[config.mk]
export PLATFORM = sky130hd
export DESIGN_NAME = regfile_wb_arbiter
export DESIGN_NICKNAME = d
export VERILOG_FILES = /design/src/rtl/regfile_wb_arbiter.sv
export SDC_FILE = /design/constraint.sdc
export NUM_CORES = 1
export LEC_CHECK = 0
export ABC_AREA = 1
export BUFFER_PORTS_ARGS = -buffer_cell sky130_fd_sc_hd__clkbuf_2
export CORE_MARGIN = 2
export CORE_UTILIZATION = 25
export CTS_BUF_LIST = sky130_fd_sc_hd__clkbuf_4 sky130_fd_sc_hd__clkbuf_8 sky130_fd_sc_hd__clkbuf_16
export CTS_CLUSTER_DIAMETER = 60
export DETAILED_ROUTE_END_ITERATION = 8
export PLACE_DENSITY = 0.51
export SETUP_SLACK_MARGIN = 0.2
export SYNTH_ARGS = -nofsm -noshare
export SYNTH_HDL_FRONTEND = slang
export SYNTH_SLANG_ARGS = --single-unit
export TNS_END_PERCENT = 50
[constraint.sdc]
create_clock -name clk -period 0.9 [get_ports clk]
set_input_delay 0.09 -clock clk [delete_from_list [all_inputs] [get_ports clk]]
set_output_delay 0.09 -clock clk [all_outputs]
set_load 0.01 [all_outputs]
[src/rtl/regfile_wb_arbiter.sv]
// Writeback arbiter: merges load and ALU writebacks onto one register-file write port.
// Latency: one cycle from handshake to registered rf_* outputs; one write per cycle sustained.
// Backpressure: losing requester sees ready=0 and holds; rd=0 requests always accepted; no output backpressure.
// Optional feature: define WB_AGING_EN to let a starved ALU request win after STARVE_LIMIT lost cycles.
module regfile_wb_arbiter #(
    parameter int unsigned STARVE_LIMIT = 4
) (
    input  logic        clk,
    input  logic        rst,
    input  logic        ld_valid,
    input  logic [4:0]  ld_rd,
    input  logic [31:0] ld_data,
    output logic        ld_ready,
    input  logic        alu_valid,
    input  logic [4:0]  alu_rd,
    input  logic [31:0] alu_data,
    output logic        alu_ready,
    output logic        rf_w_en,
    output logic [4:0]  rf_rd,
    output logic [31:0] rf_write_data,
    output logic        rf_src
);

    localparam logic [3:0] LIMIT = 4'(STARVE_LIMIT);

    // Requests that actually need the write port (rd=0 writes are discarded)
    logic ld_req;
    logic alu_req;
    logic alu_prio;
    logic ld_grant;
    logic alu_grant;

    assign ld_req  = ld_valid  && (ld_rd  != 5'd0);
    assign alu_req = alu_valid && (alu_rd != 5'd0);

`ifdef WB_AGING_EN
    logic [3:0] age_cnt;
    logic [3:0] age_cnt_inc;
    logic       age_force;

    assign age_cnt_inc = (age_cnt == 4'hF) ? age_cnt : age_cnt + 4'd1;
    assign alu_prio    = age_force;

    // Count ALU cycles lost to the load; once the limit is hit the ALU takes the next contested slot
    always_ff @(posedge clk) begin
        if (rst) begin
            age_cnt   <= 4'd0;
            age_force <= 1'b0;
        end else if (alu_valid && alu_ready) begin
            age_cnt   <= 4'd0;
            age_force <= 1'b0;
        end else if (alu_req && !alu_ready) begin
            age_cnt   <= age_cnt_inc;
            age_force <= age_force || (age_cnt_inc == LIMIT);
        end
    end
`else
    // Strict load priority; the limit only matters when aging is built in
    logic unused_limit;
    assign unused_limit = ^LIMIT;
    assign alu_prio     = 1'b0;
`endif

    // Single write slot: load wins unless the ALU has been starved
    always_comb begin
        ld_grant  = 1'b0;
        alu_grant = 1'b0;
        if (alu_req && (!ld_req || alu_prio)) begin
            alu_grant = 1'b1;
        end else if (ld_req) begin
            ld_grant = 1'b1;
        end
    end

    // rd=0 requests are swallowed without using the slot; nothing is accepted during reset
    assign ld_ready  = !rst && ((ld_rd  == 5'd0) || ld_grant);
    assign alu_ready = !rst && ((alu_rd == 5'd0) || alu_grant);

    // Register the granted write; address/data/source hold when idle
    always_ff @(posedge clk) begin
        if (rst) begin
            rf_w_en       <= 1'b0;
            rf_rd         <= 5'd0;
            rf_write_data <= 32'd0;
            rf_src        <= 1'b0;
        end else begin
            rf_w_en <= ld_grant || alu_grant;
            if (ld_grant) begin
                rf_rd         <= ld_rd;
                rf_write_data <= ld_data;
                rf_src        <= 1'b1;
            end else if (alu_grant) begin
                rf_rd         <= alu_rd;
                rf_write_data <= alu_data;
                rf_src        <= 1'b0;
            end
        end
    end

endmodule
==> reports/results.ini <==
[route]
wl_met3_um = 311
wl_met1_mm = 3.19
drt_iter0_markers = 63
wl_per_cell_um = 13.1
dr.max_layer_used = met4
vias_per_cell = 4.55
num_vias = 2466
ant_nets = 0
met2_wirelength_mm = 3.55
routed_wl_mm = 7.12
route.detailed.drc = 0
first_pass_iters = 4

[timing]
rsz0062_at_grt = true
maxSlewViolCount = 0
fin_crit_sh_pct = 106
setup_viol = 18
max-slew-margin-rel_pct = 84.5
fin_ws_ns = -0.0563
fmax_mhz = 1050
finalCriticalPeriod_ns = 0.956
whs_ns = 0.118
worst-slew-pin-transition_ns = 0.233
fin_worst_skew_ns = 0
hold_violations = 0

[worst_hold_path]
hp-class = in -> reg

[synthesis]
yosysWarnings = 0
ys_async_sr_fraction_pct = 0
synth_top_area_share_pct = 36.9
synth_seq_area_share_pct = 36.9
synth_nets = 383
synth-edff-count = 0
synth_area_mm2 = 0.00211
synth_top_area_cell = dfxtp_1
syn_inst = 305
synth_commonest_cells = nand3_1, nand2_1, a21oi_1
yosysMostFrequentCell = nand3_1
synth_ff_type = dfxtp_1
synth_seq_cells = 39
ys_types = 16
synthTopCellsByArea = dfxtp_1, nand3_1, nand3b_1
avgSynthCellArea_um2 = 6.93

[worst_setup_path]
cp_cell_sequence = clkbuf_2 -> nor2_2 -> nand3b_1 -> buf_4 -> a21oi_2 -> buf_2
cpMaxStageDelayCell = buf_4
path_class = in -> out
cp_data_arrival_time_ns = 0.87
endpoint_kind = primary output
critPathMaxFanout = 2
startpoint_type = input port
max_stage_delay_ns = 0.16
crit_required_ns = 0.81

[floorplanning]
rows = 33
die-area_mm2 = 0.00920
die_h_um = 95.9
die_x_um = 95.9
initial_core_util_pct = 25.7
io_pins = 119
core_area_mm2 = 0.00822

[cells_and_area]
n_antenna_cell = 0
final_core_util_pct = 42.8
drive_gt1_share_pct = 47.1
area.growth.synth_to_final_pct = 66.5
nFillCells = 879
fin_nets = 514

[pwr]
vdd_ir_drop_max_uv = 684
swShare_pct = 28.7
p_seq_share_pct = 44.6
p_comb_share_pct = 29.0
pwr-share-clk_pct = 26.5
p_leak_nw = 1.76
total_power_w = 0.00447
internal_power_w = 0.00319
cellPowerDensity_mw_per_mm2 = 1270
p_sw_w = 0.00128

[clock_tree]
clkLatencyLatePin_ns = 0.28
root_buffer = clkbuf_8
cts_max_path_buffers = 2
cts_tree = built
clkSlewWorstSetupHoldPaths_ns = 0.08
cts_sinks = 39
htreeDepth = 2
cts_made_buffers = 5

[run_status]
status = complete, but fails checks
violations = setup timing

[global_routing]
grt_max_degree = 40
grt-ovfl-total = 0
grt_first_pass_wirelength_mm = 10.8
grt_pass1_vias = 2343
antenna_found_initial = 0
track_usage_pct = 14.8

[run]
maxCapViolCount = 0

[placed_design]
place_congestion = 0.726
numPortBuffers = 118
dp.final_hpwl_mm = 4.95

==> layout make-up <==
| class | count | area, µm² | area share [%] |
|---|---|---|---|
| clock buffers | 6 | 76.3 | 2.17 |
| clock inverters | 2 | 12.5 | 0.356 |
| inverters | 34 | 128 | 3.63 |
| multi-input cells | 205 | 1100 | 31.2 |
| flip-flops and latches | 39 | 828 | 23.5 |
| well taps | 105 | 131 | 3.73 |
| repair buffers | 151 | 1250 | 35.4 |
==> power groups by stage <==
stage | clock network (W) | logic [W] | registers (W)
6_report | 0.00118 | 0.00130 | 0.00199
5_1_grt | 0.00133 | 0.00143 | 0.00201
4_1_cts | 0.00124 | 0.00113 | 0.00196
3_5_place_dp | 0 | 0.00105 | 0.00198
3_3_place_gp | 0 | 0.00104 | 0.00198
2_1_floorplan | 0 | 0.000498 | 0.00203
==> per-layer routing <==
metal / up-vias / GRT usage, %
li1: 1268 / -
met1: 1128 / 18.6
met2: 66 / 25.3
met3: 4 / 3.13
met4: 0 / 4.76
met5: - / 0
==> through the flow <==
stage	TNS, ns	setup slack (ns)	instance area, µm²	cells
after floorplan	-2.60	-0.104	2140	305
after global placement	-8.96	-0.241	2940	523
after detailed placement	-9.02	-0.248	2940	523
after CTS	-0.825	-0.0686	3220	540
after global routing	-2.19	-0.0921	3520	542
final	-0.203	-0.0563	3520	542
==> path summary, 6_finish.rpt <==
| kind | slack [ns] | cells after the start | from | endpoint |
|---|---|---|---|---|
| setup / recovery | -0.06 | 6 | alu_rd[1] | alu_ready |
| setup reg to reg | 0.19 | 3 | rf_write_data[10] | rf_write_data[10] |
| hold reg to reg | 0.49 | 2 | rf_write_data[6] | rf_write_data[6] |
| hold / removal | 0.12 | 2 | rst | rf_write_data[24] |
==> cell families after synthesis <==
kind of cell    synth area share, %
compound gates                 9.71
flops                          36.9
buf+inv                        13.3
simple gates                   40.1
==> flip-flops by register name, summed over array words and instances (netlist names) <==
name and flops:
rf_src 1, rf_rd 5, rf_write_data 32, rf_w_en 1
==> worst max-delay path: cells and delay by family <==
family | cells | cell delay [ns]
buffers and inverters | 3 | 0.41
AO/OA/AOI/OAI | 1 | 0.14
AND/OR/NAND/NOR | 2 | 0.22
==> cells in the final DEF (no fill, tap or decap), drive strengths merged <==
master	instances
a21oi	41
buf	75
clkbuf	82
clkinv	1
clkinvlp	1
dfxtp	39
inv	34
nand2	55
nand3	72
nand3b	33
nor2	4
==> timing repair <==
action / 4_1_cts / 5_1_grt
hold endpoints to repair: 0 / 0
gates cloned: 0 / 2
resized for setup: 49 / 87
setup buffers: 9 / 0
pin swaps: 7 / 1
endpoints found under the setup margin: 80 / 80
hold buffers: 0 / 0
No activity file was read; power rests on OpenSTA's default activity.
